==> config.mk <==
export PLATFORM = sky130hd
export DESIGN_NAME = pc_unit
export DESIGN_NICKNAME = d
export VERILOG_FILES = /design/src/rtl/pc_unit.sv
export SDC_FILE = /design/constraint.sdc
export NUM_CORES = 1
export LEC_CHECK = 0
export CAP_MARGIN = 25
export CORE_MARGIN = 4
export CORE_UTILIZATION = 25
export CTS_CLUSTER_DIAMETER = 40
export DETAILED_ROUTE_END_ITERATION = 10
export GPL_TIMING_DRIVEN = 0
export PLACE_DENSITY = 0.46
export SKIP_LAST_GASP = 1
export SYNTH_ARGS = -nofsm -noshare
export SYNTH_HDL_FRONTEND = slang
export SYNTH_SLANG_ARGS = --single-unit
==> constraint.sdc <==
create_clock -name clk -period 3.85 [get_ports clk]
set_input_delay 0.77 -clock clk [delete_from_list [all_inputs] [get_ports clk]]
set_output_delay 0.77 -clock clk [all_outputs]
set_load 0.02 [all_outputs]
==> src/rtl/pc_unit.sv <==
// pc_unit: program-counter unit for the fetch stage.
//
// Selects the next PC from the redirect sources, in priority order, highest first:
//   exception entry, exception return, stall, return, jump-register, jump,
//   taken branch, and finally sequential pc+4.
// A 'call' on a winning jump or jr pushes pc+4 onto a small circular
// return-address stack (RAS). On overflow the oldest entry is overwritten.
//
// Optional feature macro: PC_ALIGN_CHECK_EN
//   Defined   : a misaligned ret/jr/jump/branch target traps to EXC_VECTOR,
//               epc takes the faulting target, and misaligned pulses for one cycle.
//   Undefined : next-PC bits [1:0] are forced to zero and misaligned is tied to 0.
//
// Ports:
//   clk, rst          clock; synchronous active-high reset
//   stall             hold PC (exc/eret still act)
//   branch_taken      pc <= pc + branch_offset
//   branch_offset     signed byte offset
//   jump/jump_target  absolute jump
//   jr/jr_target      jump to register; jr_target is also the fallback when ret
//                     finds an empty RAS
//   call              push pc+4 alongside a winning jump or jr
//   ret               pop the RAS into pc
//   exc, eret         exception entry / return
//   pc, pc_plus4      current PC and its sequential successor
//   epc               saved exception PC
//   ras_empty/full    RAS occupancy flags
//   misaligned        registered alignment-fault pulse
module pc_unit #(
    parameter int unsigned WIDTH        = 32,
    parameter int unsigned RESET_VECTOR = 0,
    parameter int unsigned EXC_VECTOR   = 32'h0000_0180,
    parameter int unsigned RAS_DEPTH    = 4
) (
    input  logic             clk,
    input  logic             rst,
    input  logic             stall,
    input  logic             branch_taken,
    input  logic [WIDTH-1:0] branch_offset,
    input  logic             jump,
    input  logic [WIDTH-1:0] jump_target,
    input  logic             jr,
    input  logic [WIDTH-1:0] jr_target,
    input  logic             call,
    input  logic             ret,
    input  logic             exc,
    input  logic             eret,
    output logic [WIDTH-1:0] pc,
    output logic [WIDTH-1:0] pc_plus4,
    output logic [WIDTH-1:0] epc,
    output logic             ras_empty,
    output logic             ras_full,
    output logic             misaligned
);

    localparam int PW = $clog2(RAS_DEPTH);
    localparam int CW = PW + 1;
    localparam logic [WIDTH-1:0] RST_PC = WIDTH'(RESET_VECTOR);
    localparam logic [WIDTH-1:0] EXC_PC = WIDTH'(EXC_VECTOR);

    logic [WIDTH-1:0] ras_mem [RAS_DEPTH];
    // wr_ptr points at the slot the next push writes; the top entry sits just below it.
    logic [PW-1:0]    wr_ptr;
    logic [PW-1:0]    top_ptr;
    logic [CW-1:0]    count;

    logic [WIDTH-1:0] next_pc;
    logic [WIDTH-1:0] next_epc;
    logic [WIDTH-1:0] target;
    logic             push;
    logic             pop;

    assign pc_plus4  = pc + WIDTH'(4);
    assign top_ptr   = wr_ptr - PW'(1);
    assign ras_empty = (count == '0);
    assign ras_full  = (count == CW'(RAS_DEPTH));

`ifdef PC_ALIGN_CHECK_EN
    logic next_mis;
    logic mis_q;
    assign misaligned = mis_q;
`else
    assign misaligned = 1'b0;
`endif

    always_comb begin
        next_pc  = pc_plus4;
        next_epc = epc;
        target   = pc_plus4;
        push     = 1'b0;
        pop      = 1'b0;
`ifdef PC_ALIGN_CHECK_EN
        next_mis = 1'b0;
`endif
        if (exc) begin
            next_pc  = EXC_PC;
            next_epc = pc;
        end else if (eret) begin
            next_pc = epc;
        end else if (stall) begin
            next_pc = pc;
        end else begin
            if (ret) begin
                if (!ras_empty) begin
                    target = ras_mem[top_ptr];
                    pop    = 1'b1;
                end else begin
                    target = jr_target;
                end
            end else if (jr) begin
                target = jr_target;
                push   = call;
            end else if (jump) begin
                target = jump_target;
                push   = call;
            end else if (branch_taken) begin
                target = pc + branch_offset;
            end
            next_pc = target;
`ifdef PC_ALIGN_CHECK_EN
            // A misaligned redirect traps instead; the call push is dropped.
            if ((ret || jr || jump || branch_taken) && (target[1:0] != 2'b00)) begin
                next_pc  = EXC_PC;
                next_epc = target;
                next_mis = 1'b1;
                push     = 1'b0;
            end
`endif
        end
`ifndef PC_ALIGN_CHECK_EN
        next_pc[1:0] = 2'b00;
`endif
    end

    always_ff @(posedge clk) begin
        if (rst) begin
            pc     <= RST_PC;
            epc    <= '0;
            wr_ptr <= '0;
            count  <= '0;
        end else begin
            pc  <= next_pc;
            epc <= next_epc;
            if (pop) begin
                wr_ptr <= top_ptr;
                count  <= count - CW'(1);
            end else if (push) begin
                wr_ptr <= wr_ptr + PW'(1);
                // Count saturates; a full stack overwrites its oldest entry.
                if (!ras_full) begin
                    count <= count + CW'(1);
                end
            end
        end
    end

    always_ff @(posedge clk) begin
        if (!rst && push) begin
            ras_mem[wr_ptr] <= pc_plus4;
        end
    end

`ifdef PC_ALIGN_CHECK_EN
    always_ff @(posedge clk) begin
        if (rst) begin
            mis_q <= 1'b0;
        end else begin
            mis_q <= next_mis;
        end
    end
`endif

endmodule
# Word-level counts from Yosys, hierarchy flattened
# Memories as Yosys holds them, arrays and structs flattened.
# Index checks and enable logic that the tools add are counted.
dict set report op_classes {
  reduce_logical 6
  add_sub_neg 6
  mux 26
  eq_ne 4
}
# cell n
set ops {}
lappend ops {{32-bit two-way mux} 7}
lappend ops {{32-bit by 3-bit adder with 32-bit output, second input constant} 1}
lappend ops {{32-bit adder} 1}
lappend ops {{1-bit two-way mux} 13}
lappend ops {{3-bit two-way mux} 3}
lappend ops {{9-bit two-way mux} 1}
lappend ops {{2-bit two-way mux} 2}
lappend ops {{2-bit by 1-bit != test with 1-bit output, second input constant} 2}
lappend ops {{3-bit by 1-bit adder with 3-bit output, second input constant} 1}
lappend ops {{3-bit == test, second input constant} 1}
lappend ops {{3-bit zero test} 1}
lappend ops {{3-bit by 1-bit != test with 1-bit output, second input constant} 1}
lappend ops {{3-bit by 1-bit subtractor with 3-bit output, second input constant} 1}
lappend ops {{2-bit by 1-bit adder with 2-bit output, second input constant} 1}
lappend ops {{2-bit AND reduction} 1}
lappend ops {{2-bit nonzero test} 1}
lappend ops {{2-bit OR reduction} 1}
lappend ops {{2-bit by 1-bit subtractor with 2-bit output, second input constant} 1}
lappend ops {{1-bit logical AND} 1}
lappend ops {{1-bit zero test} 1}
dict set report totals {
  reg_bits 69
  mem_count 1
  output_inout_bits 99
  ramBits 128
  word_cells 49
  inputBits 106
}
# memory words width rd rd_clocked_by_memory_dff wr line_no
set mem_list {}
lappend mem_list {ras_mem 4 32 1 0 1 61} ;# logic [WIDTH-1:0] ras_mem [RAS_DEPTH];

# Depth between registers and ports, before layout
# Gate-level depths: netlist (run 1).
dict set report logic_depth {
  depth_word 9
  mapped_depth 14
  mapped_depth_nobuf 12
}

# Worst setup path after synthesis (run 1)
# No wires, ideal clock.
dict set report synth_path {
  path_type {flip-flop to flip-flop}
  start {reg wr_ptr[0]}
  end {reg pc[10]}
  stages_incl_launch_ff 11
  synth_period_minus_slack_ps 3220
  setup_slack_ps 630
  required_ps 3721
  setup_time_ps 129
  arrival_ps 3091
  path_buffers 5
  cell_sequence {dfxtp_1 > clkbuf_1 > buf_2 > buf_2 > inv_1 > ha_1 > clkbuf_1 > buf_1 > mux4_2 > a221oi_1 > a31oi_1}
}
dict set report synth_between {
  elab_chain_len 6
}
# element line_no
set synth_lines {}
lappend synth_lines {{start, declared} 63} ;# logic [PW-1:0] wr_ptr;
lappend synth_lines {{start signal, assigned} 145} ;# wr_ptr <= top_ptr;
lappend synth_lines {{start signal, assigned} 148} ;# wr_ptr <= wr_ptr + PW'(1);
lappend synth_lines {{2-bit by 1-bit subtractor with 2-bit output} 74} ;# assign top_ptr = wr_ptr - PW'(1);
lappend synth_lines {{memory read 4 x 32 bit} --}
lappend synth_lines {{32-bit two-way mux} 104} ;# if (!ras_empty) begin
lappend synth_lines {{32-bit two-way mux} 103} ;# if (ret) begin
lappend synth_lines {{32-bit two-way mux} 100} ;# end else if (stall) begin
lappend synth_lines {{32-bit two-way mux} 98} ;# end else if (eret) begin
lappend synth_lines {{end signal, assigned} 142} ;# pc <= next_pc;
lappend synth_lines {{end, declared} 48} ;# output logic [WIDTH-1:0] pc,
# Every way passes these cells. The select of a mux whose other input is x is not followed.
# A chain may end at the register's enable or synchronous reset.

# Final worst setup path (run 1)
dict set report layout_path {
  start {reg count[0]}
  end {out ras_empty}
}
dict set report layout_between {
  elab_chain_len 1
}
# element line_no
set layout_lines {}
lappend layout_lines {{start, declared} 65} ;# logic [CW-1:0] count;
lappend layout_lines {{start signal, assigned} 146} ;# count <= count - CW'(1);
lappend layout_lines {{start signal, assigned} 151} ;# count <= count + CW'(1);
lappend layout_lines {{3-bit zero test} 75} ;# assign ras_empty = (count == '0);
lappend layout_lines {{end, declared} 51} ;# output logic ras_empty,
# Every way passes these cells.

==> results.py, run 1 <==
metrics = {
    "min_path": {
        "hold_path.class": "flip-flop to flip-flop",
    },
    "drt": {
        "ant_nets": 0,
        "drt-met1-wl_um": 20800,
        "drt_iter0_drc": 956,
        "num_vias": 9695,
        "wl_um": 46700,
        "route.top_layer_used": "met4",
        "routed_via_density": 5.35,
        "drc": 0,
        "routedWlPerCell_um": 25.8,
        "dr.pass1.iters": 6,
        "met2_length_um": 21600,
        "dr_wl_met3_um": 3360,
    },
    "placed_design": {
        "gp_congestion": 0.891,
        "dp_hpwl_um": 35400,
        "dpl_worst_slack_ns": -0.835,
        "io_buffers": 188,
    },
    "sta": {
        "relSlewSlack": 0.288,
        "setup_viol": 0,
        "fin_crit_ns": 3.75,
        "setup-tns-final_ns": 0,
        "fin_ws_ns": 0.102,
        "holdWs_ns": 0.528,
        "worst_clock_skew_ns": 0.0159,
        "maxSlewViolCount": 0,
        "finalCritPeriodShare": 0.973,
        "max_slew.worst_pin.slew_ns": 1.04,
        "hold_viol": 0,
        "max_freq_mhz": 267,
        "rsz0062_at_grt": "false",
    },
    "layout": {
        "fill_cells": 4258,
        "final_cell_mix": "clkdlybuf4s50_1, nand2_1, edfxtp_1",
        "layout.area.seq_um2": 4920,
        "fin_nets": 1400,
        "utilization": 0.338,
        "syn_to_final_growth_pct": 33.4,
        "multi_input_area_um2": 5520,
        "drive_gt1_frac": 0.120,
        "final_common_cell": "clkdlybuf4s50_1",
    },
    "synth": {
        "synth_top_family_by_area": "compound AO/OA/AOI/OAI gates",
        "async_flop_share": 0,
        "synth-seq-cells": 185,
        "synth-compound-area-share": 0.167,
        "ys_warn_count": 0,
        "synth_seq_area_share": 0.462,
        "synthCells": 1034,
        "synth_edf_count": 120,
        "ys.flop_type": "edfxtp_1",
        "yosysUniqueCellTypes": 72,
        "yosys.area_share.adder": 0.0439,
        "synth-xor-area-share": 0.0413,
        "synth_simple_gate_area_share": 0.145,
        "synth.area.mux_share": 0.0986,
        "syn_area_per_cell_um2": 10.3,
        "syn_area_um2": 10600,
    },
    "grt": {
        "antenna_found_initial": 0,
        "grt_pass1_vias": 9608,
        "grt_max_degree": 26,
        "grt_remaining_overflow": 0,
        "grt_first_pass_wirelength_um": 66800,
        "grt_use_total": 0.197,
    },
    "floorplanning": {
        "core_area_um2": 41900,
        "start_util": 0.253,
        "row_count": 75,
        "die_x_um": 214,
        "die_h_um": 214,
        "io_pins": 205,
        "die_area_um2": 45800,
    },
    "power": {
        "p_leak_nw": 5.23,
        "p_total_mw": 4.74,
        "cellPowerDensity_nw_per_um2": 335,
        "vdd_ir_drop_max_mv": 0.268,
    },
    "cts": {
        "clk_pin_slew_ns": 0.08,
        "hold_buffers": 0,
        "cts_tree": "built",
        "cts_buffers": 17,
        "cts-htree-levels": 4,
        "clk_latency_ns": 0.46,
        "cts_buffer_depth": 2,
        "root_buffer": "clkbuf_16",
        "cts.sinks": 185,
    },
    "critical_path": {
        "cp_cell_sequence": "or3_1 > clkbuf_1 > inv_2 > clkbuf_1 > clkdlybuf4s50_1",
        "cp-start-kind": "flip-flop",
        "cp_top_family": "buffers and inverters",
        "critPathMaxFanout": 10,
        "cpMostUsedCell": "clkbuf_1",
        "crit_arrival_ns": 2.98,
        "critPathSlowestCell": "clkdlybuf4s50_1",
        "critical_path_class": "flip-flop to output pin",
        "slowest_delay_ns": 0.74,
        "path_buf_inv": 4,
        "worstSetupEndpointType": "output pin",
        "crit_required_ns": 3.08,
    },
    "run_status": {
        "status": "finished clean",
    },
    "job": {
        "drv_cap": 0,
    },
}
-- metrics by stage --
| stage | cells | cell area (um^2) |
|---|---|---|
| 4_1_cts | 1809 | 14100 |
| 3_3_place_gp | 1767 | 13200 |
| 6_report | 1811 | 14200 |
| 2_1_floorplan | 1040 | 10600 |
| 3_5_place_dp | 1774 | 13300 |
| 5_1_grt | 1810 | 14200 |
-- state kept, by name, summed over array words and instances, names as in the netlist --
register	cells
ras_mem	120
pc	30
wr_ptr	2
epc	30
count	3
-- cell families (layout without fill, tap and decap cells) --
kind of cell | count (synthesis) | count (layout)
AND/OR/NAND/NOR | 336 | 336
AO/OA/AOI/OAI | 261 | 261
flip-flops | 185 | 185
buffers and inverters | 98 | 329
multiplexers | 67 | 67
XOR/XNOR | 50 | 50
adder cells (fa/ha/maj) | 36 | 36
other | 1 | 8
-- Yosys cell counts (4+ instances only) --
| library cell | n | area (um^2) |
|---|---|---|
| buf_2 | 8 | 40.0 |
| buf_1 | 4 | 15.0 |
| a21oi_1 | 58 | 290 |
| a2111oi_0 | 5 | 43.8 |
| xor2_1 | 20 | 175 |
| and3_1 | 20 | 125 |
| o221ai_1 | 8 | 70.1 |
| o311a_1 | 4 | 40.0 |
| o31ai_1 | 7 | 52.6 |
| nand4_1 | 11 | 68.8 |
| o22ai_1 | 12 | 75.1 |
| nor3_1 | 16 | 80.1 |
| a311oi_1 | 5 | 43.8 |
| edfxtp_1 | 120 | 3600 |
| nand2_1 | 124 | 465 |
| buf_4 | 13 | 97.6 |
| o21bai_1 | 6 | 45.0 |
| clkbuf_1 | 44 | 165 |
| xnor2_1 | 30 | 263 |
| a21o_1 | 13 | 97.6 |
| a211oi_1 | 20 | 150 |
| a221oi_1 | 8 | 70.1 |
| a31oi_1 | 16 | 100 |
| o21ai_0 | 47 | 235 |
| and2_1 | 7 | 43.8 |
| nor2_1 | 90 | 338 |
| dfxtp_1 | 65 | 1300 |
| ha_1 | 34 | 425 |
| nand2b_1 | 8 | 50.1 |
| mux2i_1 | 37 | 370 |
| nand3_1 | 38 | 190 |
| o211ai_1 | 13 | 97.6 |
| inv_1 | 25 | 93.8 |
| mux4_2 | 30 | 676 |
| a211o_1 | 4 | 35.0 |
-- worst min-delay path, stage by stage (launching register included) --
cell and delay, ns:
dfxtp_1 0.33, nor2_1 0.10, a211oi_1 0.05
-- layout make-up --
type / instances / area share
Inverter: 26 / 0.00689
Sequential cell: 185 / 0.347
Multi-Input combinational cell: 757 / 0.390
Clock buffer: 17 / 0.0300
Clock inverter: 15 / 0.0110
Antenna cell: 1 / 0.000177
Tap cell: 539 / 0.0476
Timing Repair Buffer: 199 / 0.141
Buffer: 72 / 0.0253
-- worst paths after layout --
| check | start | endpoint | slack, ns | cells past startpoint |
|---|---|---|---|---|
| worst max-delay path | count[0] | ras_empty | 0.10 | 5 |
| worst min-delay path | count[1] | count[1] | 0.53 | 2 |
| worst max register to register | wr_ptr[0] | pc[13] | 0.38 | 10 |
| worst min register to register | count[1] | count[1] | 0.53 | 2 |
-- routing by layer --
metal / vias to the layer above / GRT usage
met1: 4810 / 0.275
met2: 489 / 0.319
met4: 0 / 0.0484
li1: 4339 / -
met3: 57 / 0.0332
met5: - / 0
-- repair_timing --
| item | in CTS | in global routing |
|---|---|---|
| resized for setup | 50 | 23 |
| setup buffers | 3 | 1 |
| setup endpoints to repair | 49 | 31 |
| gates cloned | 0 | 0 |
| pin swaps | 3 | 1 |
-- power breakdown --
group | internal [mW] | switching [mW]
clock | 0.866 | 0.920
sequential | 2.12 | 0.0412
combinational | 0.318 | 0.472
(Power assumes the default switching activity.)
==> inputs of run 2 (changes only) <==
- MAX_ROUTING_LAYER: not set -> met4
==> results.py, run 2 (synthesis results as in run 1) <==
metrics = {
    "run_status": {
        "status": "finished clean",
    },
    "layout": {
        "top_register": "ras_mem",
        "utilization": 0.338,
        "fill_cells": 4259,
        "drive_gt1_frac": 0.120,
        "post-route-cell-area_um2": 14200,
        "final_cell_mix": "clkdlybuf4s50_1, nand2_1, edfxtp_1",
        "final_common_cell": "clkdlybuf4s50_1",
        "largest_register_ffs": 120,
        "fin_nets": 1400,
        "largestRegisters": "ras_mem: 120 flops, epc: 30 flops, pc: 30 flops",
        "syn_to_final_growth_pct": 33.4,
    },
    "job": {
        "drv_cap": 0,
    },
    "sta": {
        "fin_crit_ns": 3.74,
        "maxSlewViolCount": 0,
        "finalCritPeriodShare": 0.972,
        "worst_clock_skew_ns": 0.0160,
        "holdWs_ns": 0.528,
        "setup-tns-final_ns": 0,
        "rsz0062_at_grt": "false",
        "max_slew.worst_pin.slew_ns": 1.10,
        "max_freq_mhz": 267,
        "setup_viol": 0,
        "hold_viol": 0,
        "relSlewSlack": 0.250,
    },
    "floorplanning": {
        "row_count": 75,
        "die_x_um": 214,
        "io_pins": 205,
        "die_h_um": 214,
        "die_area_um2": 45800,
        "core_area_um2": 41900,
        "start_util": 0.253,
    },
    "critical_path": {
        "endpoint": "ras_empty",
        "regToRegEndpoint": "pc[13]",
        "critPathMaxFanout": 10,
        "reg2reg_depth": 10,
        "startpoint": "count[0]",
        "regToRegSetupSlack_ns": 0.34,
        "crit_required_ns": 3.08,
        "crit_arrival_ns": 2.97,
        "r2r_start": "wr_ptr[0]",
        "cp-start-kind": "flip-flop",
        "worstSetupEndpointType": "output pin",
        "critical_path_class": "flip-flop to output pin",
    },
    "cts": {
        "clk_pin_slew_ns": 0.08,
        "cts-htree-levels": 4,
        "root_buffer": "clkbuf_16",
        "clk_latency_ns": 0.46,
        "cts_buffers": 17,
        "hold_buffers": 0,
        "cts.sinks": 185,
        "cts_tree": "built",
        "cts_buffer_depth": 2,
    },
    "power": {
        "p_total_mw": 4.74,
        "p_clk_frac": 0.377,
        "cellPowerDensity_nw_per_um2": 334,
        "p_comb_frac": 0.166,
        "p_sw_mw": 1.43,
        "p_seq_frac": 0.457,
        "vdd_ir_drop_max_mv": 0.267,
        "p_leak_nw": 5.23,
        "p_sw_frac": 0.302,
        "internal_power_mw": 3.30,
    },
    "drt": {
        "routedWlPerCell_um": 25.7,
        "drt_iter0_drc": 949,
        "num_vias": 9676,
        "routed_via_density": 5.34,
        "ant_nets": 0,
        "wl_um": 46600,
        "dr.pass1.iters": 6,
        "drc": 0,
    },
    "placed_design": {
        "dp_hpwl_um": 35400,
        "io_buffers": 188,
        "gp_congestion": 0.906,
        "place_area_um2": 13300,
    },
    "grt": {
        "grt_remaining_overflow": 0,
        "grt_first_pass_wirelength_um": 66700,
        "grt_use_total": 0.203,
        "grt_pass1_vias": 9633,
        "antenna_found_initial": 0,
        "grt_max_degree": 26,
    },
    "min_path": {
        "hold_path.class": "flip-flop to flip-flop",
        "min_delay_path_depth": 2,
    },
}
run 2: worst min-delay path by stage:
stage / start / to / slack [ns]
floorplan: count[2] / count[2] / 0.49
global placement: count[1] / count[1] / 0.50
detailed placement: count[1] / count[1] / 0.51
CTS: count[1] / count[1] / 0.53
global route: count[1] / count[1] / 0.56
finish: count[1] / count[1] / 0.53
run 2: critical path, stage by stage, from the launching register on:
cell	delay, ns
dfxtp_1	0.33
or3_1	0.37
clkbuf_1	0.28
inv_2	0.21
clkbuf_1	0.58
clkdlybuf4s50_1	0.74
run 2: power by group through the flow:
stage / Clock, mW / Combinational [mW] / Sequential, mW
final: 1.79 / 0.788 / 2.16
after global routing: 1.88 / 0.839 / 2.17
after CTS: 1.81 / 0.781 / 2.16
after detailed placement: 0 / 0.771 / 2.20
after global placement: 0 / 0.769 / 2.20
after floorplan: 0 / 0.384 / 2.21
run 2: metal layers:
layer | GRT usage | routed length (um)
met5 | - | 0
met4 | 0.0488 | 897
met3 | 0.0303 | 3350
met2 | 0.319 | 21500
met1 | 0.277 | 20800
run 2: timing repair:
| action | in CTS | in global routing |
|---|---|---|
| setup buffers | 3 | 1 |
| hold endpoints to repair | 0 | 0 |
| cloned | 0 | 0 |
| gates resized for setup | 50 | 23 |
| setup endpoints to repair | 49 | 31 |
| pin swaps | 3 | 1 |
run 2: per-stage QoR:
stage,setup slack [ns],cells
floorplan,0.630,1040
global placement,-0.748,1767
detailed placement,-0.835,1774
CTS,-0.0335,1809
global route,0.00897,1810
finish,0.107,1812
run 2: final cells by class:
| class | count | area (um^2) | share of cell area |
|---|---|---|---|
| clock inverter | 15 | 155 | 0.0110 |
| buffer | 72 | 358 | 0.0253 |
| antenna | 2 | 5.00 | 0.000353 |
| inverter | 26 | 97.6 | 0.00689 |
| clock buffer | 17 | 425 | 0.0300 |
| multi-input combinational | 757 | 5520 | 0.390 |
| tap | 539 | 674 | 0.0476 |
| sequential | 185 | 4920 | 0.347 |
| timing repair buffer | 199 | 2000 | 0.141 |
==> inputs of run 3 (changes only) <==
- CTS_CLUSTER_SIZE: not set -> 10
==> results of run 3 <==
No change in the layout: final DEF, timing and power equal those of run 2.
